==> src/rtl/subbytes_scheduler.sv <==
// Shares one byte-wide SubBytes S-box between the round datapath (16-byte state)
// and key expansion (4-byte SubWord): one job at a time, one byte per cycle.
module subbytes_scheduler #(
    parameter int SBOX_LAT = 1,
    parameter bit RR_ARB   = 1'b1
) (
    input  logic         clk,
    input  logic         rst,
    input  logic         st_req_valid,
    output logic         st_req_ready,
    input  logic [127:0] st_in,
    output logic         st_done,
    output logic [127:0] st_out,
    input  logic         ks_req_valid,
    output logic         ks_req_ready,
    input  logic [31:0]  ks_in,
    output logic         ks_done,
    output logic [31:0]  ks_out,
    output logic         busy,
    output logic [7:0]   sb_in,
    input  logic [7:0]   sb_out,
    output logic [1:0]   state_dbg
);
    // Handshake: a job transfers on a rising edge where valid && ready; ready is only
    // offered in IDLE, at most one side at a time, and a requester holds valid and data until then.
    typedef enum logic [1:0] {IDLE = 2'd0, ISSUE = 2'd1, DRAIN = 2'd2} state_t;

    state_t              state, state_nx;
    logic [127:0]        work;      // byte k at [127-8k -: 8]; key jobs use bytes 0..3
    logic [127:0]        work_cap;
    logic [4:0]          n_bytes, cnt;
    logic                own_ks, rr_ks, st_acc, ks_acc, accept;
    logic                iss_v, last_cap;
    logic [3:0]          iss_idx;
    logic [7:0]          next_byte;
    logic [SBOX_LAT-1:0] pv;
    logic [3:0]          pidx [SBOX_LAT];

    assign st_acc    = st_req_valid && st_req_ready;
    assign ks_acc    = ks_req_valid && ks_req_ready;
    assign accept    = st_acc || ks_acc;
    assign state_dbg = state;

    always_ff @(posedge clk or posedge rst) begin
        if (rst) state <= IDLE;
        else     state <= state_nx;
    end

    always_comb begin
        state_nx = state;
        case (state)
            IDLE:    if (accept) state_nx = ISSUE;
            ISSUE:   if (cnt == n_bytes) state_nx = DRAIN;
            DRAIN:   if (last_cap) state_nx = IDLE;
            default: state_nx = IDLE;
        endcase
    end

    always_comb begin
        st_req_ready = 1'b0;
        ks_req_ready = 1'b0;
        busy         = (state != IDLE);
        if (state == IDLE) begin
            if (st_req_valid && ks_req_valid) begin
                if (!RR_ARB || rr_ks) ks_req_ready = 1'b1;
                else                  st_req_ready = 1'b1;
            end else begin
                st_req_ready = st_req_valid;
                ks_req_ready = ks_req_valid;
            end
        end
    end

    // Byte selection for issue, and the buffer with the byte arriving this cycle merged in.
    always_comb begin
        next_byte = 8'h00;
        work_cap  = work;
        for (int k = 0; k < 16; k++) begin
            if (cnt[3:0] == 4'(k)) next_byte = work[127-8*k -: 8];
            if (pv[SBOX_LAT-1] && pidx[SBOX_LAT-1] == 4'(k)) work_cap[127-8*k -: 8] = sb_out;
        end
    end

    assign last_cap = (state == DRAIN) && pv[SBOX_LAT-1] &&
                      ({1'b0, pidx[SBOX_LAT-1]} == n_bytes - 5'd1);

    always_ff @(posedge clk or posedge rst) begin
        if (rst) begin
            work    <= '0;
            n_bytes <= '0;
            cnt     <= '0;
            own_ks  <= 1'b0;
            rr_ks   <= 1'b1;
            iss_v   <= 1'b0;
            iss_idx <= '0;
            sb_in   <= '0;
            pv      <= '0;
            for (int i = 0; i < SBOX_LAT; i++) pidx[i] <= '0;
            st_out  <= '0;
            ks_out  <= '0;
            st_done <= 1'b0;
            ks_done <= 1'b0;
        end else begin
            st_done <= 1'b0;
            ks_done <= 1'b0;
            sb_in   <= 8'h00;
            iss_v   <= 1'b0;
            pv[0]   <= iss_v;
            pidx[0] <= iss_idx;
            for (int i = 1; i < SBOX_LAT; i++) begin
                pv[i]   <= pv[i-1];
                pidx[i] <= pidx[i-1];
            end
            if (pv[SBOX_LAT-1]) work <= work_cap;
            case (state)
                IDLE: if (accept) begin
                    work    <= ks_acc ? {ks_in, 96'h0} : st_in;
                    n_bytes <= ks_acc ? 5'd4 : 5'd16;
                    own_ks  <= ks_acc;
                    rr_ks   <= !ks_acc;
                    cnt     <= 5'd1;
                    sb_in   <= ks_acc ? ks_in[31:24] : st_in[127:120];
                    iss_v   <= 1'b1;
                    iss_idx <= 4'd0;
                end
                ISSUE: if (cnt != n_bytes) begin
                    sb_in   <= next_byte;
                    iss_v   <= 1'b1;
                    iss_idx <= cnt[3:0];
                    cnt     <= cnt + 5'd1;
                end
                DRAIN: if (last_cap) begin
                    if (own_ks) begin
                        ks_out  <= work_cap[127:96];
                        ks_done <= 1'b1;
                    end else begin
                        st_out  <= work_cap;
                        st_done <= 1'b1;
                    end
                end
                default: ;
            endcase
        end
    end
endmodule

==> config.mk <==
export PLATFORM = sky130hd
export DESIGN_NAME = subbytes_scheduler
export DESIGN_NICKNAME = d
export VERILOG_FILES = /design/src/rtl/subbytes_scheduler.sv
export SDC_FILE = /design/constraint.sdc
export NUM_CORES = 1
export LEC_CHECK = 0
export BUFFER_PORTS_ARGS = -buffer_cell sky130_fd_sc_hd__clkbuf_2
export CORE_UTILIZATION = 54
export CTS_CLUSTER_DIAMETER = 80
export DETAILED_ROUTE_END_ITERATION = 6
export GPL_ROUTABILITY_DRIVEN = 0
export GPL_TIMING_DRIVEN = 0
export PLACE_DENSITY = 0.88
export SYNTH_ARGS = -nofsm -noshare
export SYNTH_HDL_FRONTEND = slang
export SYNTH_SLANG_ARGS = --single-unit
export TNS_END_PERCENT = 5
==> constraint.sdc <==
create_clock -name clk -period 11.6 [get_ports clk]
set_input_delay 1.74 -clock clk [delete_from_list [all_inputs] [get_ports clk]]
set_output_delay 1.74 -clock clk [all_outputs]
set_load 0.05 [all_outputs]
==> metrics.txt <==
Setup violations, final 0; most frequent cell after synthesis nand2_1; RSZ-0062 raised after global routing no; worst hold stages 0; status finished, final reports clean; Syn Inst Count 1535; layout cell share with drive strength beyond 1 roughly 24%; Die Y around 170 um; Worst R2R End sb_in[0]; PwrDens roughly 240 nW/um^2; Synth Cell Area ~15000 um^2; vias per inst just over 6; ys async rst share 100%; Rows 60; static leakage a little under 9 nW; grt total ovfl 0; R2R cell count 8; Crit Path Class input pin to primary output; Critical path buffers and inverters 4; Worst Hold Class register to register; CP Data Required Time around 9.9 ns; routed len/inst approximately 23 um; sequential-to-total area share from yosys stat a little over half; f_max 198 MHz; global-route wire length before repair around 80000 um; number of enable flip-flop cells after synthesis 0; worst slack, placed between 6 and 7 ns; Max VDD drop between 0.1 and 0.15 mV; CP Cell Sequence clkbuf_2 -> nand2b_1 -> nand3_1 -> clkinv_1 -> buf_2 -> clkbuf_2; post-CTS resize count 0; Die X 167 um; area grow syn2layout 22.7%; Antenna Nets Post-Route 0; pin count of the biggest net entering global routing ~130; via count around 14000; crit end category primary output; Hold-fix buffers, CTS 0; GRT Util Overall roughly 37%; TritonCTS buffer count 31; Iteration-0 DRC Markers roughly 1900; met1 usage 47.7%; Slew @ Worst Pin about 1.2 ns; critical path launch point type input pin; Synth top area share 53.8%; worst reg-to-reg setup slack roughly 8.6 ns; slowest CP cell nand3_1; vias in the first global route ~14000; top post-synthesis cells by area dfrtp_1 54%, mux2i_1 9.6%, nand2_1 8.6%; Final Max Tran Viols 0; clk slew on worst S/H paths 0.07 ns; FF+latch count, synth about 320; kind of cell adding the most delay to the critical path buffers and inverters; Worst slew margin 20.7%; total core area about 27000 um^2; met3 GRT Util between 6 and 7%; I/O pin count ~350; Most Used Layer, Global Route met2; Crit Path Max Fanout 10; most frequent cells after synthesis 337 x nand2_1, 317 x dfrtp_1, 160 x o21ai_1; hpwl dp between 30000 and 40000 um; first-pass iteration count of the detailed router 5; Initial Util 54.9%; final net count between 2000 and 2500; cell mode on critical path clkbuf_2; CTS root buf clkbuf_16; Max clock buf depth 3; CP max stage delay roughly 0.37 ns; worst path arrival time ~3.3 ns; Final Critical Period just over 5 ns; later-pin clock latency in the skew report just under 0.6 ns; Crit Reg-Reg Startpoint cnt[0]; Fill cells roughly 2100; Hold Crit Start iss_idx[1]; WHS Endpoint pidx[1]; Avg Cell Area, Syn between 9 and 10 um^2; Clock Skew between 0.015 and 0.02 ns; PnR worst setup slack between 6 and 7 ns; CP startpoint st_req_valid; Synth warnings 0; port buffer count between 300 and 400; total power draw 4.38 mW; Synth Flop Type dfrtp_1; Post-CTS Setup Inserts 0; initial antenna violation count 0; net count after synthesis between 1500 and 2000; CTS H-tree lvls 1; Max Cap Viol 0; largest area contributor in the netlist dfrtp_1; Die ar. ~28000 um^2; Sink Count 318; Routed WL roughly 52000 um; final hold vios 0; post-synth cell types 61; TritonCTS clock tree done; DR DRC count 0; Final Cycle Share a little over two fifths; M2 GR Usage 60.9%
## per-stage QoR
stage                     setup TNS, ns  hold slack (ns)  area (um^2)  cells  util, %
after floorplan                       0            0.331        14700   1535        -
after global placement          -534.38            0.332        16900   2222     62.9
after detailed placement              0            0.356        17000   2224     63.1
after CTS                             0            0.362        18100   2281     67.3
after global routing                  0            0.385        18100   2281     67.3
final                                 0            0.368        18100   2282     67.3
## cells by family after synthesis
kind of cell               Yosys count  synth area share, %
and+or+nand+nor                    492                 14.9
AOI/OAI and AO/OA                  441                 16.7
DFF                                318                 54.0
muxes                              141                 9.57
buffers and inverters              134                 4.22
xor gates and xnor gates             5                0.297
adders and majority gates            4                0.339
## routing by layer
| metal | part of all wire [%] | routed length (um) |
|---|---|---|
| met5 | 0 | 0 |
| met4 | 4.8 | 2480 |
| met3 | 11 | 5810 |
| met2 | 47 | 24500 |
| met1 | 37 | 19300 |
## where the power goes
part | internal [mW] | switching, mW
sequential | 1.38 | 0.226
combinational | 0.517 | 1.15
clock | 0.657 | 0.454
total | 2.55 | 1.83
## worst max-delay path by stage
stage	to	slack, ns	cells after the start
after floorplan	cnt[0]	1.06	1
after global placement	st_out[12]	-1.71	2
after detailed placement	ks_req_ready	6.56	6
after CTS	ks_req_ready	6.56	6
after global routing	ks_req_ready	6.46	6
final	ks_req_ready	6.55	6
## placed cells by master (no fill, tap or decap), drive strengths merged, types with 3 or more instances in the layout
master	Yosys	final
clkinv	2	8
o21a	4	4
and3	25	25
xnor2	3	3
a31oi	4	4
clkbuf	70	453
clkinvlp	0	6
buf	46	48
bufinv	0	6
ha	4	4
o211ai	4	4
nor3	3	3
a2bb2oi	5	5
o211a	4	4
nand2b	14	14
inv	16	18
nand2	337	337
mux2i	141	141
or3	3	3
nor2	38	38
o21ai	306	306
o31ai	3	3
nand3	19	19
o2bb2ai	7	7
nor3b	5	5
a21oi	61	61
nor2b	25	25
a221oi	5	5
dfrtp	317	317
nand3b	13	13
a211oi	14	14
o221ai	8	8
## layout make-up
type / instances / area (um^2) / area share, %
Antenna cell: 1 / 2.50 / 0.0138
Buffer: 116 / 556 / 3.07
Clock inverter: 20 / 277 / 1.53
Tap cell: 341 / 427 / 2.36
Sequential cell: 318 / 7960 / 44.0
Timing Repair Buffer: 348 / 1790 / 9.87
Multi-Input combinational cell: 1083 / 6170 / 34.1
Inverter: 18 / 75.1 / 0.415
Clock buffer: 37 / 848 / 4.69
## worst register-to-register path, cell delays in order (launching register included)
cell,delay [ns]
dfrtp_1,0.46
inv_1,0.12
ha_1,0.18
clkbuf_1,0.38
clkbuf_1,0.59
o21ai_0,0.21
a221o_1,0.37
a31oi_1,0.32
o221ai_1,0.25
## state kept, by name (all words and copies together), names as in the netlist, 2 cells and up
signal and flops:
ks_out 32, iss_idx 4, state_dbg 2, st_out 128
work 128, sb_in 8, pidx 4, cnt 5
n_bytes 2
Note: power is estimated with default switching activity, not from simulation.
